## src/rtl/fifo_ctrl_pkg.sv

```systemverilog
// Shared types and width helpers for the FIFO write-arbiter / read-sequencer controller.
package fifo_ctrl_pkg;

    typedef enum logic [1:0] {
        StIdle,
        StBurst,
        StFlush
    } rd_state_t;

    function automatic int unsigned lvl_width(input int unsigned depth);
        return $clog2(depth + 1);
    endfunction

    function automatic int unsigned idx_width(input int unsigned n);
        return (n < 2) ? 1 : $clog2(n);
    endfunction

endpackage

```

## src/rtl/rr_arbiter.sv

```systemverilog
// Combinational round-robin search: first requester at or after ptr, wrapping, wins.
module rr_arbiter
    import fifo_ctrl_pkg::*;
#(
    parameter int unsigned N_REQ = 4,
    localparam int unsigned IDX_W = idx_width(N_REQ)
) (
    input  logic [N_REQ-1:0] req,
    input  logic [IDX_W-1:0] ptr,
    output logic [N_REQ-1:0] grant,
    output logic [IDX_W-1:0] grant_idx,
    output logic             grant_valid
);

    int unsigned            cand;
    logic       [IDX_W-1:0] cand_idx;

    always_comb begin
        grant       = '0;
        grant_idx   = '0;
        grant_valid = 1'b0;
        cand        = 0;
        cand_idx    = '0;
        for (int unsigned k = 0; k < N_REQ; k++) begin
            cand     = (int'(ptr) + k) % N_REQ;
            cand_idx = IDX_W'(cand);
            if (!grant_valid && req[cand_idx]) begin
                grant_valid     = 1'b1;
                grant[cand_idx] = 1'b1;
                grant_idx       = cand_idx;
            end
        end
    end

endmodule

```

## src/rtl/fifo_wr_arbiter.sv

```systemverilog
// Round-robin writer arbitration onto a shared SyncFifo, with burst / flush read sequencing.
module fifo_wr_arbiter
    import fifo_ctrl_pkg::*;
#(
    parameter int unsigned N_REQ = 4,
    parameter int unsigned WIDTH = 8,
    parameter int unsigned DEPTH = 8,
    parameter int unsigned BURST = 4,
    localparam int unsigned LVL_W = lvl_width(DEPTH)
) (
    input  logic                   clk_sig,
    input  logic                   rst_sig,
    input  logic [N_REQ-1:0]       req_valid,
    input  logic [N_REQ*WIDTH-1:0] req_data,
    output logic [N_REQ-1:0]       req_ready,
    input  logic                   flush,
    output logic                   fifo_w_en,
    output logic [WIDTH-1:0]       fifo_data_in,
    output logic                   fifo_r_en,
    input  logic [WIDTH-1:0]       fifo_data_out,
    input  logic                   fifo_full,
    input  logic                   fifo_empty,
    output logic                   out_valid,
    output logic [WIDTH-1:0]       out_data,
    output logic                   out_last,
    output logic [LVL_W-1:0]       level
);

    localparam int unsigned IDX_W = idx_width(N_REQ);

    logic [IDX_W-1:0] ptr_q, ptr_d;
    logic [N_REQ-1:0] grant;
    logic [IDX_W-1:0] grant_idx;
    logic             grant_valid;
    logic             eligible;
    logic             wr, rd;

    logic [LVL_W-1:0] level_q, level_d;
    logic [LVL_W-1:0] cnt_q, cnt_d;
    rd_state_t        state_q, state_d;
    logic             flush_pend_q, flush_pend_d;
    logic             out_valid_q, out_last_q;

    // Write side
    assign eligible = (level_q < LVL_W'(DEPTH)) && !fifo_full;

    rr_arbiter #(
        .N_REQ(N_REQ)
    ) u_rr_arbiter (
        .req        (req_valid & {N_REQ{eligible}}),
        .ptr        (ptr_q),
        .grant      (grant),
        .grant_idx  (grant_idx),
        .grant_valid(grant_valid)
    );

    assign req_ready    = grant;
    assign wr           = grant_valid;
    assign fifo_w_en    = wr;
    assign fifo_data_in = req_data[grant_idx*WIDTH +: WIDTH];

    always_comb begin
        ptr_d = ptr_q;
        if (grant_valid) begin
            ptr_d = (int'(grant_idx) == N_REQ - 1) ? '0 : grant_idx + IDX_W'(1);
        end
    end

    // Occupancy
    assign rd = (state_q != StIdle);

    always_comb begin
        level_d = level_q;
        unique case ({wr, rd})
            2'b10:   level_d = level_q + LVL_W'(1);
            2'b01:   level_d = level_q - LVL_W'(1);
            default: level_d = level_q;
        endcase
    end

    // Read sequencer: a full burst always wins over a pending flush
    always_comb begin
        state_d      = state_q;
        cnt_d        = cnt_q;
        flush_pend_d = flush_pend_q;
        unique case (state_q)
            StIdle: begin
                if (level_q >= LVL_W'(BURST)) begin
                    state_d = StBurst;
                    cnt_d   = LVL_W'(BURST);
                end else if (flush_pend_q) begin
                    flush_pend_d = 1'b0;
                    if (level_q != '0) begin
                        state_d = StFlush;
                        cnt_d   = level_q;
                    end
                end
            end
            StBurst, StFlush: begin
                cnt_d = cnt_q - LVL_W'(1);
                if (cnt_q == LVL_W'(1)) begin
                    state_d = StIdle;
                end
            end
            default: state_d = StIdle;
        endcase
        // A pulse arriving while a flush is being armed is kept for the next round
        if (flush) begin
            flush_pend_d = 1'b1;
        end
    end

    always_ff @(posedge clk_sig or posedge rst_sig) begin
        if (rst_sig) begin
            ptr_q        <= '0;
            level_q      <= '0;
            cnt_q        <= '0;
            state_q      <= StIdle;
            flush_pend_q <= 1'b0;
            out_valid_q  <= 1'b0;
            out_last_q   <= 1'b0;
        end else begin
            ptr_q        <= ptr_d;
            level_q      <= level_d;
            cnt_q        <= cnt_d;
            state_q      <= state_d;
            flush_pend_q <= flush_pend_d;
            out_valid_q  <= rd;
            out_last_q   <= rd && (cnt_q == LVL_W'(1));
        end
    end

    assign fifo_r_en = rd;
    assign out_valid = out_valid_q;
    assign out_last  = out_last_q;
    assign out_data  = out_valid_q ? fifo_data_out : '0;
    assign level     = level_q;

`ifndef SYNTHESIS
    a_no_read_empty : assert property (@(posedge clk_sig) disable iff (rst_sig)
        fifo_r_en |-> (!fifo_empty && level_q != '0));
    a_no_write_full : assert property (@(posedge clk_sig) disable iff (rst_sig)
        fifo_w_en |-> !fifo_full);
`endif

endmodule

```

## config.mk

```make
export PLATFORM = sky130hd
export DESIGN_NAME = fifo_wr_arbiter
export DESIGN_NICKNAME = d
export VERILOG_FILES = /design/src/rtl/fifo_ctrl_pkg.sv /design/src/rtl/rr_arbiter.sv /design/src/rtl/fifo_wr_arbiter.sv
export SDC_FILE = /design/constraint.sdc
export NUM_CORES = 1
export LEC_CHECK = 0
export CAP_MARGIN = 0
export CORE_MARGIN = 1
export CORE_UTILIZATION = 30
export DETAILED_ROUTE_END_ITERATION = 6
export DONT_BUFFER_PORTS = 1
export MAX_ROUTING_LAYER = met4
export PLACE_DENSITY = 0.48
export SLEW_MARGIN = 10
export SYNTH_ARGS = -nofsm -noshare
export SYNTH_HDL_FRONTEND = slang
export SYNTH_HIERARCHICAL = 1
export SYNTH_SLANG_ARGS = --single-unit
export TNS_END_PERCENT = 20
```

## constraint.sdc

```tcl
create_clock -name clk_sig -period 6.48 [get_ports clk_sig]
set_input_delay 1.62 -clock clk_sig [delete_from_list [all_inputs] [get_ports clk_sig]]
set_output_delay 1.62 -clock clk_sig [all_outputs]
set_load 0.03 [all_outputs]
```

==> impl_metrics.json <==
{
  "nets": 221,
  "ys_warn_count": 6,
  "hold_violations": 0,
  "vias": 1305,
  "num-fill-cells": 540,
  "syn-num-nets": 223,
  "start_util_pct": 31.8,
  "syn_area_sq_mm": 0.00166,
  "drv_slew": 0,
  "cts_hold_buf": 0,
  "path_max_fanout": 10,
  "crit_chain": "nor2_1 -> and2_1 -> mux4_2 -> and2b_2 -> o21ai_0 -> o31ai_2 -> buf_4 -> mux4_2",
  "initialDrtViolationCount": 77,
  "syn2layout_area_growth_pct": 5.97,
  "cp-end-kind": "output port",
  "holdWs_ps": 475,
  "insertion_delay_ps": 250,
  "syn-instance-count": 162,
  "wl_um": 4100,
  "rr_worst_depth": 10,
  "ys_seq_area_share_pct": 22.7,
  "synth_top_flop_cell": "dfrtp_1",
  "io_buffers": 0,
  "synth.avg_cell_area_sq_um": 10.2,
  "finClkSkew_ps": 2.95,
  "start_kind": "input pin",
  "r2r_start": "level[3]$_DFFE_PP0P_",
  "arrival_ps": 3910,
  "synth_top_family_by_area": "compound AO/OA/AOI/OAI gates",
  "tritoncts": "yes",
  "fin_crit_sh_pct": 85.4,
  "grt_use_total_pct": 14.7,
  "synthArstFlopShare_pct": 100,
  "synth_adder_area_share_pct": 9.07,
  "wire_per_inst_um": 17.8,
  "ys_ff_latch": 15,
  "cp_num_buf_inv": 1,
  "fmax_ghz": 0.181,
  "yosys.area_share.xor_xnor_pct": 1.59,
  "clkTransAtPathRegs_ps": 60,
  "holdCritStartpoint": "state_q[0]$_DFFE_PP0P_",
  "grt_pass1_wl_um": 6710,
  "antenna_found_initial": 2,
  "htree_levels": 1,
  "grt_pass1_vias": 1306,
  "worst_slew_pin_slew_ps": 600,
  "synth-simple-area-share_pct": 17.2,
  "hold_path_class": "flop to flop",
  "dieArea_sq_mm": 0.00582,
  "maxCapViolCount": 0,
  "grt_max_degree": 16,
  "fin_crit_ps": 5530,
  "r2r_slack_ps": 2600,
  "ant_nets": 0,
  "die_h_um": 76.3,
  "ys_types": 51,
  "max_slew_margin_pct": 60.0,
  "hold_end": "state_q[0]$_DFFE_PP0P_",
  "fin_tns_setup_ps": 0,
  "synth_compound_area_share_pct": 20.7,
  "drc": 0,
  "io_pins": 77,
  "synth_mux_area_share_pct": 20.6,
  "die_w_um": 76.3,
  "r2r-end": "level[3]$_DFFE_PP0P_",
  "rsz0062_at_grt": "false",
  "post_cts_buffers": 0,
  "ctsResizeCount": 0,
  "path_delay_family": "multiplexers",
  "clock_tree.root_cell": "clkbuf_8",
  "core_area_sq_mm": 0.00520,
  "status": "completed",
  "vias_per_cell": 5.65,
  "crit_slowest_cell": "mux4_2",
  "place_hpwl_um": 3280,
  "cts_max_path_buffers": 2,
  "crit_top_cell": "mux4_2",
  "cts_inserted_buffers": 3,
  "final_layout_size_suffix_gt1_share_pct": 18.9,
  "grt_overflow": 0,
  "slowest_delay_ps": 650,
  "dr.pass1.iters": 4,
  "routabilityCongestion": 0.801,
  "synth_edf_count": 0,
  "hold_depth": 1,
  "cts.sinks": 15,
  "crit_type": "input pin to output port",
  "required_ps": 4860,
  "finalSetupViolCount": 0,
  "row_count": 26
}
[state kept, by name, summed over array words and instances (netlist names)]
signal and flops:
cnt_q 4, level 4, ptr_q 2, state_q 2, flush_pend_q 1, out_last 1
out_valid 1
[cell type report]
type	instances	area, sq um	share of cell area (%)
Multi-Input combinational cell	121	1150	65.6
Clock buffer	4	45.0	2.57
Tap cell	70	87.6	4.99
Sequential cell	15	375	21.4
Antenna cell	2	5.00	0.285
Timing Repair Buffer	5	37.5	2.14
Inverter	14	52.6	3.00
[cell usage after synthesis (2+ instances only)]
| library cell | number | area share [%] |
|---|---|---|
| o31ai_1 | 2 | 0.91 |
| and2_1 | 12 | 4.5 |
| buf_2 | 3 | 0.91 |
| a22oi_1 | 9 | 4.1 |
| o21ai_0 | 7 | 2.1 |
| xnor2_1 | 2 | 1.1 |
| nor2_1 | 8 | 1.8 |
| mux2i_1 | 3 | 1.8 |
| buf_6 | 4 | 2.7 |
| clkbuf_1 | 2 | 0.45 |
| clkbuf_2 | 2 | 0.60 |
| nor2b_1 | 2 | 0.76 |
| a21oi_1 | 4 | 1.2 |
| a21o_1 | 2 | 0.91 |
| o21a_1 | 2 | 0.91 |
| o221ai_1 | 2 | 1.1 |
| nand2b_1 | 2 | 0.76 |
| nor3b_1 | 2 | 0.91 |
| inv_1 | 14 | 3.2 |
| or3b_2 | 2 | 1.1 |
| o22a_1 | 2 | 1.1 |
| dfrtp_1 | 15 | 23 |
| mux4_2 | 10 | 14 |
| o2111ai_1 | 2 | 1.1 |
| mux2_2 | 3 | 2.0 |
| mux4_1 | 2 | 3.2 |
| ha_1 | 12 | 9.1 |
| nand2_1 | 5 | 1.1 |
| nor3_1 | 2 | 0.60 |
| o211ai_1 | 2 | 0.91 |
[layout by cell type (no fill, tap or decap), drive strengths merged, types with 2 or more instances in the layout]
| master | synthesis | routed |
|---|---|---|
| o31ai | 2 | 2 |
| ha | 12 | 12 |
| o221ai | 3 | 3 |
| a22oi | 9 | 9 |
| mux4 | 12 | 12 |
| diode | 0 | 2 |
| nor3b | 2 | 2 |
| nor2b | 2 | 2 |
| a21o | 3 | 3 |
| mux2 | 3 | 3 |
| o21a | 2 | 2 |
| inv | 14 | 14 |
| o2111ai | 2 | 2 |
| clkbuf | 4 | 4 |
| dfrtp | 15 | 15 |
| o21ai | 8 | 8 |
| o211ai | 2 | 2 |
| nor2 | 8 | 8 |
| or3b | 4 | 4 |
| mux2i | 3 | 3 |
| a21oi | 4 | 4 |
| nor3 | 2 | 2 |
| nand2 | 5 | 5 |
| xnor2 | 2 | 2 |
| and2 | 12 | 12 |
| nand2b | 2 | 2 |
| o22a | 2 | 2 |
| buf | 8 | 5 |
[layer usage]
metal / vias up / routed length [um] / track usage, %
li1: 610 / - / -
met1: 622 / 1640 / 16.6
met2: 65 / 2040 / 24.6
met3: 8 / 330 / 3.35
met4: 0 / 87 / 6.92
met5: - / 0 / -
[per-stage QoR]
| stage | instance area [sq um] | utilization (%) | std cells | setup slack [ps] |
|---|---|---|---|---|
| finish | 1750 | 33.7 | 231 | 945 |
| CTS | 1750 | 33.6 | 229 | 948 |
| global placement | 1700 | 32.7 | 225 | 992 |
| floorplan | 1660 | - | 162 | 1050 |
| global route | 1750 | 33.7 | 231 | 830 |
| detailed placement | 1700 | 32.7 | 225 | 945 |
[worst max-delay path by stage]
| stage | from | end | slack (ps) | cells after the start |
|---|---|---|---|---|
| after detailed placement | fifo_full | fifo_data_in[4] | 950 | 8 |
| after global placement | fifo_full | fifo_data_in[6] | 990 | 8 |
| final | fifo_full | fifo_data_in[4] | 950 | 8 |
| after global routing | fifo_full | fifo_data_in[4] | 830 | 8 |
| after floorplan | fifo_full | fifo_data_in[0] | 1050 | 9 |
| after CTS | fifo_full | fifo_data_in[4] | 950 | 8 |
[logic make-up (layout without fill, tap and decap cells)]
kind of cell	after synthesis	after routing
AOI/OAI and AO/OA	44	44
buffers and inverters	26	23
xor gates and xnor gates	3	3
and+or+nand+nor	44	44
DFF	15	15
adders and majority gates	12	12
other	0	2
muxes	18	18
Power is not shown: default switching activity piles up to over one toggle a cycle in this logic, so the estimate is an artifact.
